$ cat src/rtl/auto_counter_pkg.sv
// Shared digit types, per-digit limits and helpers for the flexible auto counter.
package auto_counter_pkg;

    localparam int unsigned DIGIT_W = 4;
    localparam logic [3:0]  HEX_MAX = 4'hF;
    localparam logic [3:0]  BCD_MAX = 4'd9;

    typedef logic [DIGIT_W-1:0] digit_t;

    // Highest value a single digit may hold in the selected radix.
    function automatic digit_t digit_max(input logic bcd);
        return bcd ? BCD_MAX : HEX_MAX;
    endfunction

endpackage

$ cat src/rtl/tick_prescaler.sv
// Programmable prescaler: asserts step once every tick_div+1 enabled cycles.
module tick_prescaler #(
    parameter int unsigned DIV_BITS = 22
) (
    input  logic                clk,
    input  logic                rst,
    input  logic                enable,
    input  logic                clear_presc,
    input  logic [DIV_BITS-1:0] tick_div,
    output logic                step
);

    logic [DIV_BITS-1:0] presc_q;
    logic [DIV_BITS-1:0] presc_d;

    // >= rather than == so that lowering tick_div mid-count steps immediately.
    assign step = enable && (presc_q >= tick_div);

    always_comb begin
        presc_d = presc_q;
        if (clear_presc || step) begin
            presc_d = '0;
        end else if (enable) begin
            presc_d = presc_q + DIV_BITS'(1);
        end
    end

    always_ff @(posedge clk or posedge rst) begin
        if (rst) begin
            presc_q <= '0;
        end else begin
            presc_q <= presc_d;
        end
    end

endmodule

$ cat src/rtl/auto_counter_flex.sv
// Free-running N-digit hex/BCD display counter with prescaler, load/clear and wrap/saturate.
module auto_counter_flex
    import auto_counter_pkg::*;
#(
    parameter int unsigned NUM_DIGITS = 4,
    parameter int unsigned DIV_BITS   = 22,
    parameter bit          BCD        = 1'b0,
    parameter bit          SATURATE   = 1'b0
) (
    input  logic                            clk,
    input  logic                            rst,
    input  logic                            enable,
    input  logic                            clear,
    input  logic                            load,
    input  logic [DIGIT_W*NUM_DIGITS-1:0]   load_val,
    input  logic                            up_down,
    input  logic [DIV_BITS-1:0]             tick_div,
    output logic [DIGIT_W*NUM_DIGITS-1:0]   digits,
    output logic                            tick,
    output logic                            wrap
);

    localparam int unsigned CNT_W = DIGIT_W * NUM_DIGITS;
    localparam digit_t      DMAX  = digit_max(BCD);

    logic [CNT_W-1:0]      digits_q, digits_d;
    logic                  tick_q, tick_d;
    logic                  wrap_q, wrap_d;
    logic                  step;
    logic [CNT_W-1:0]      step_val;
    logic [CNT_W-1:0]      load_clamped;
    logic [NUM_DIGITS:0]   carry;

    tick_prescaler #(
        .DIV_BITS(DIV_BITS)
    ) u_presc (
        .clk        (clk),
        .rst        (rst),
        .enable     (enable),
        .clear_presc(clear | load),
        .tick_div   (tick_div),
        .step       (step)
    );

    // carry[i] means digit i must move; it ripples while digits sit at their limit.
    assign carry[0] = 1'b1;

    for (genvar i = 0; i < NUM_DIGITS; i++) begin : g_digit
        digit_t cur;
        digit_t nxt;
        digit_t ld;
        logic   at_lim;

        assign cur    = digits_q[i*DIGIT_W +: DIGIT_W];
        assign at_lim = up_down ? (cur == DMAX) : (cur == '0);

        always_comb begin
            nxt = cur;
            if (carry[i]) begin
                if (at_lim) begin
                    nxt = up_down ? digit_t'(0) : DMAX;
                end else begin
                    nxt = up_down ? cur + digit_t'(1) : cur - digit_t'(1);
                end
            end
        end

        assign carry[i+1] = carry[i] & at_lim;
        assign step_val[i*DIGIT_W +: DIGIT_W] = nxt;

        assign ld = load_val[i*DIGIT_W +: DIGIT_W];
        assign load_clamped[i*DIGIT_W +: DIGIT_W] = (BCD && (ld > BCD_MAX)) ? BCD_MAX : ld;
    end

    // Priority: clear > load > step > hold; tick/wrap only pulse on a step.
    always_comb begin
        digits_d = digits_q;
        tick_d   = 1'b0;
        wrap_d   = 1'b0;
        if (clear) begin
            digits_d = '0;
        end else if (load) begin
            digits_d = load_clamped;
        end else if (step) begin
            tick_d   = 1'b1;
            wrap_d   = carry[NUM_DIGITS];
            digits_d = (carry[NUM_DIGITS] && SATURATE) ? digits_q : step_val;
        end
    end

    always_ff @(posedge clk or posedge rst) begin
        if (rst) begin
            digits_q <= '0;
            tick_q   <= 1'b0;
            wrap_q   <= 1'b0;
        end else begin
            digits_q <= digits_d;
            tick_q   <= tick_d;
            wrap_q   <= wrap_d;
        end
    end

    assign digits = digits_q;
    assign tick   = tick_q;
    assign wrap   = wrap_q;

endmodule

$ cat config.mk
export PLATFORM = sky130hd
export DESIGN_NAME = auto_counter_flex
export DESIGN_NICKNAME = d
export VERILOG_FILES = /design/src/rtl/auto_counter_pkg.sv /design/src/rtl/tick_prescaler.sv /design/src/rtl/auto_counter_flex.sv
export SDC_FILE = /design/constraint.sdc
export NUM_CORES = 1
export LEC_CHECK = 0
export ABC_AREA = 1
export CAP_MARGIN = 30
export CELL_PAD_IN_SITES_DETAIL_PLACEMENT = 0
export CELL_PAD_IN_SITES_GLOBAL_PLACEMENT = 2
export CORE_MARGIN = 3
export CORE_UTILIZATION = 31
export DETAILED_ROUTE_END_ITERATION = 12
export PLACE_DENSITY = 0.84
export SYNTH_ARGS = -nofsm -noshare
export SYNTH_HDL_FRONTEND = slang
export SYNTH_HIERARCHICAL = 1
export SYNTH_SLANG_ARGS = --single-unit
$ cat constraint.sdc
create_clock -name clk -period 2.7 [get_ports clk]
set_input_delay 0.54 -clock clk [delete_from_list [all_inputs] [get_ports clk]]
set_output_delay 0.54 -clock clk [all_outputs]
set_load 0.005 [all_outputs]
Yosys cells after proc, flatten, opt, wreduce, memory -nomap -nowiden

Index checks and enable logic that the tools add are counted.

Bitwise logic cells: 4
Muxes and demuxes: 27
Equal/unequal tests: 4
$add $sub $neg: 9
Reduce and logical (&&, ||, !) cells: 14
Order comparisons: 1

Operator list:

| kind                  | count |
|---|---|
| $mux 16               | 3 |
| $mux 4                | 12 |
| $mux 22               | 2 |
| $add 22x1->22 const B | 1 |
| $ge 22x22->1          | 1 |
| $add 4x1->4 const B   | 4 |
| $eq 4x4->1 const B    | 4 |
| $logic_not 4->1       | 4 |
| $sub 4x1->4 const B   | 4 |
| $reduce_bool 3->1     | 4 |
| $mux 1                | 10 |
| $reduce_and 2->1      | 3 |
| $and 1x1->1           | 3 |
| $reduce_bool 2->1     | 1 |
| $logic_and 1x1->1     | 1 |
| $logic_or 1x1->1      | 1 |
| $or 1x1->1            | 1 |

Word-level logic and storage cells: 66
Bits in registers: 40
Output and inout bits: 18

Depth between registers and ports, before layout

Gate-level depths: netlist of run 1.

Depth after elaboration: 8
Mapped depth: 17
Mapped depth without buffers: 17

Hierarchy

Netlist of run 1, hierarchy kept.

By module, submodules not included:

| module            | cells an instance | instances | seq. area each (µm²) | area each (µm²) |
|---|---|---|---|---|
| tick_prescaler    | 252               | 1         | 550.5                | 1951.9 |
| auto_counter_flex | 228               | 1         | 450.4                | 1612.8 |

Worst setup path after synthesis of run 1

No wires, ideal clock.

Path kind: input port to flip-flop
Start point: input port tick_div[21]
End point: register digits_q[1], in the netlist digits[1]
Arrival time: 1997 ps
Path buffers: 0
Setup slack: 621 ps
Stages on the path: 16
Setup time: 82 ps
Data required time: 2618 ps
Cells stage by stage: inv_1 -> ha_1 -> nand2_2 -> nor2_4 -> nand3_1 -> nor2_1 -> nand2_1 -> nand3_2 -> o21ai_2 -> inv_1 -> inv_1 -> nor2_1 -> inv_2 -> nand2_1 -> inv_1 -> o22ai_1

Word-level cells in the longest chain between the ends: 3

RTL lines:

| item                        | RTL line                | text |
|---|---|---|
| start: declaration          | auto_counter_flex.sv:17 | `input logic [DIV_BITS-1:0] tick_div,` |
| $ge 22x22->1                | tick_prescaler.sv:17    | `assign step = enable && (presc_q >= tick_div);` |
| $logic_and 1x1->1           | tick_prescaler.sv:17    |  |
| via step                    | auto_counter_flex.sv:29 | `logic step;` |
| $reduce_bool 3->1 (no line) | n/a                     |  |
| end signal: assignment      | auto_counter_flex.sv:97 | `digits_q <= digits_d;` |
| end: declaration            | auto_counter_flex.sv:26 | `logic [CNT_W-1:0] digits_q, digits_d;` |

The timed path passes the listed nets, and every way through them passes these cells.
A chain may end at the register's enable or synchronous reset.

Final worst setup path of run 1

Start point: input port tick_div[21]
End point: register digits_q[0], in the netlist digits[0]

The elaborated chain is that of the path after synthesis.

==> impl_metrics.json, run 1 <==
{
  "netlist.area_leader.share_pct": 28.08,
  "worstSkewPairLatency_ns": 0.28,
  "area_growth_pct": 26.92,
  "crit_path_end_kind": "flip-flop",
  "required_ns": 2.90,
  "slew_headroom_pct": 51.15,
  "yosys.area.top_type": "dfrtp_1",
  "ir_worst_vdd_v": 0.0002230,
  "grt_pass1_wl_um": 15260,
  "grt.total_usage_pct": 14.41,
  "synth-edff-count": 0,
  "tightest_slew_ns": 0.7319,
  "worst-setup-path-type": "primary input to flip-flop",
  "vias": 3163,
  "antenna_found_initial": 0,
  "die_area_um2": 12820,
  "num_io_pins": 62,
  "critical_path.startpoint_type": "primary input",
  "setup_ws_ns": 0.2111,
  "routed_wl_um": 8624,
  "fillCellCount": 1157,
  "pre_cts_ws_ns": -0.07338,
  "portBuffers": 61,
  "cts_buffer_depth": 2,
  "clock-sinks": 40,
  "async_reset_ff_share_pct": 100.0,
  "drt_iter0_drc": 141,
  "rows": 38,
  "yosysWarnings": 6,
  "gp_congestion": 0.7678,
  "max_cap_viol_count": 0,
  "fmax_ghz": 0.4018,
  "fin_crit_sh_pct": 92.18,
  "firstDrtPassIters": 4,
  "synthCells": 480,
  "remaining_drc_errors": 0,
  "ys_top_cells_by_area": "dfrtp_1, nand2_1, ha_1",
  "postSynthAreaPerCell_um2": 7.426,
  "synthFlopType": "dfrtp_1",
  "slew_violations": 0,
  "wl_per_cell_um": 12.48,
  "dp_hpwl_um": 6984,
  "path_clk_slew_ns": 0.06,
  "crit_fanout": 3,
  "syn-cell-area_um2": 3565,
  "power_density_nw_per_um2": 374.4,
  "synth.most_common_cell": "nand2_1",
  "syn-num-nets": 559,
  "htree_levels": 2,
  "worst-endpoint-arrival_ns": 2.69,
  "hold_depth": 2,
  "ys_top_cells_by_count": "nand2_1, inv_1, nor2_1, dfrtp_1, nand3_1",
  "diodes": 0,
  "grt_overflow": 0,
  "clock_skew_ns": 0.004584,
  "fp.dieH_um": 113.2,
  "worstRegToRegCells": 12,
  "ys_ff_latch": 40,
  "p_total_w": 0.001694,
  "setup_viol": 0,
  "grt_setup_unrepaired": "no",
  "nets": 630,
  "grt_pass1_vias": 3219,
  "die_width_um": 113.2,
  "setup_tns_ns": 0,
  "worstHoldPathType": "flip-flop to flip-flop",
  "ys_types": 40,
  "hold_viol_final": 0,
  "cts_buffers": 5,
  "avgViaCountPerCell": 4.577,
  "yosysSeqAreaShare_pct": 28.08,
  "cts_tree": "done",
  "hold_buffers": 0,
  "start_util_pct": 32.32,
  "grt_start_max_net_pins": 23,
  "fin_crit_ns": 2.489,
  "drtAntennaViolNets": 0,
  "leakagePower_nw": 2.198,
  "clock-root-buffer": "clkbuf_16",
  "status": "completed",
  "drive_gt1_share_pct": 15.06,
  "coreArea_um2": 11030
}
worst paths after layout:
kind,start,end,slack [ns]
max,tick_div[21],digits[0],0.21
min,u_presc/presc_q[21],u_presc/presc_q[21],0.58
max reg2reg,u_presc/presc_q[16],digits[0],0.50
min reg2reg,u_presc/presc_q[21],u_presc/presc_q[21],0.58
max in group asynchronous,rst,digits[7],1.52
min in group asynchronous,rst,u_presc/presc_q[20],0.63
state kept, by name, indices dropped and copies added (netlist names):
register,flops
tick,1
wrap,1
digits,16
u_presc/presc_q,22
report_power, final:
group / internal, W / total [W] / switching (W)
Sequential: 0.000628 / 0.000670 / 0.0000415
Combinational: 0.000221 / 0.000457 / 0.000236
Clock: 0.000336 / 0.000568 / 0.000231
worst max-delay path: stages:
cell	delay, ns
clkdlybuf4s50_1	0.45
inv_1	0.04
ha_1	0.30
nand2_2	0.09
nor3_1	0.33
nand2_1	0.11
nand3_2	0.10
o21ai_2	0.07
inv_1	0.15
inv_1	0.09
buf_4	0.13
nand2_1	0.10
o2111ai_1	0.10
o21ai_1	0.09
through the flow:
stage	hold slack, ns	instances	cell area [um2]	util [%]
2_1_floorplan	0.4786	480	3565	-
6_report	0.5791	691	4524	41.02
4_1_cts	0.5843	691	4518	40.96
5_1_grt	0.6330	691	4524	41.02
3_5_place_dp	0.5671	684	4384	39.75
3_3_place_gp	0.5554	684	4384	39.75
cell type report:
| class | count | area, um2 | area share [%] |
|---|---|---|---|
| multi-input combinational | 353 | 2211 | 48.87 |
| sequential | 40 | 1001 | 22.12 |
| timing repair buffer | 71 | 698.2 | 15.43 |
| inverter | 80 | 305.3 | 6.748 |
| tap | 140 | 175.2 | 3.872 |
| clock buffer | 6 | 128.9 | 2.848 |
| clock inverter | 1 | 5.005 | 0.1106 |
kinds of logic after synthesis:
group,share of synthesized area (%)
AOI/OAI and AO/OA,7.056
xor gates and xnor gates,5.160
adders and majority gates,13.13
buffers and inverters,10.07
DFF,28.08
and+or+nand+nor,36.50
routing by layer:
metal  vias up  global-route usage, %  share of wire (%)
met4         0                  3.526                1.2
met2        45                  22.83                 46
met3         8                  2.353                3.2
li1       1665                      -                  -
met5         -                      0                  0
met1      1445                  20.54                 49
cell usage in the layout, fill, tap and decap left out, types with 3 or more instances in the layout:
cell type,count
ha_1,31
a21oi_1,15
o21ai_1,10
inv_2,10
nor3_1,3
xnor2_1,5
nand4_1,8
nand2_4,3
clkbuf_16,5
o21ai_0,5
nand2_1,114
o22ai_1,3
xor2_1,16
inv_1,68
dfrtp_1,40
clkdlybuf4s50_1,61
nand3_2,6
buf_4,9
nor2_1,40
nand3_1,40
fa_1,4
nor2_2,14
nor2_4,10
nand2_2,11
timing repair:
| action | CTS | global route |
|---|---|---|
| hold endpoints to repair | 0 | 0 |
| setup endpoints to repair | 0 | 2 |
| resized for setup | 0 | 2 |
| buffers inserted | 0 | 0 |
Note: power is estimated with default switching activity, not from simulation.
==> run 2: changes to the inputs <==
--- a/config.mk
+++ b/config.mk
@@ -13,6 +13,7 @@
 export CORE_UTILIZATION = 31
 export DETAILED_ROUTE_END_ITERATION = 12
 export PLACE_DENSITY = 0.84
+export SLEW_MARGIN = 5
 export SYNTH_ARGS = -nofsm -noshare
 export SYNTH_HDL_FRONTEND = slang
 export SYNTH_HIERARCHICAL = 1
==> results of run 2 <==
Final layout, timing and power as in run 1 (identical DEF).
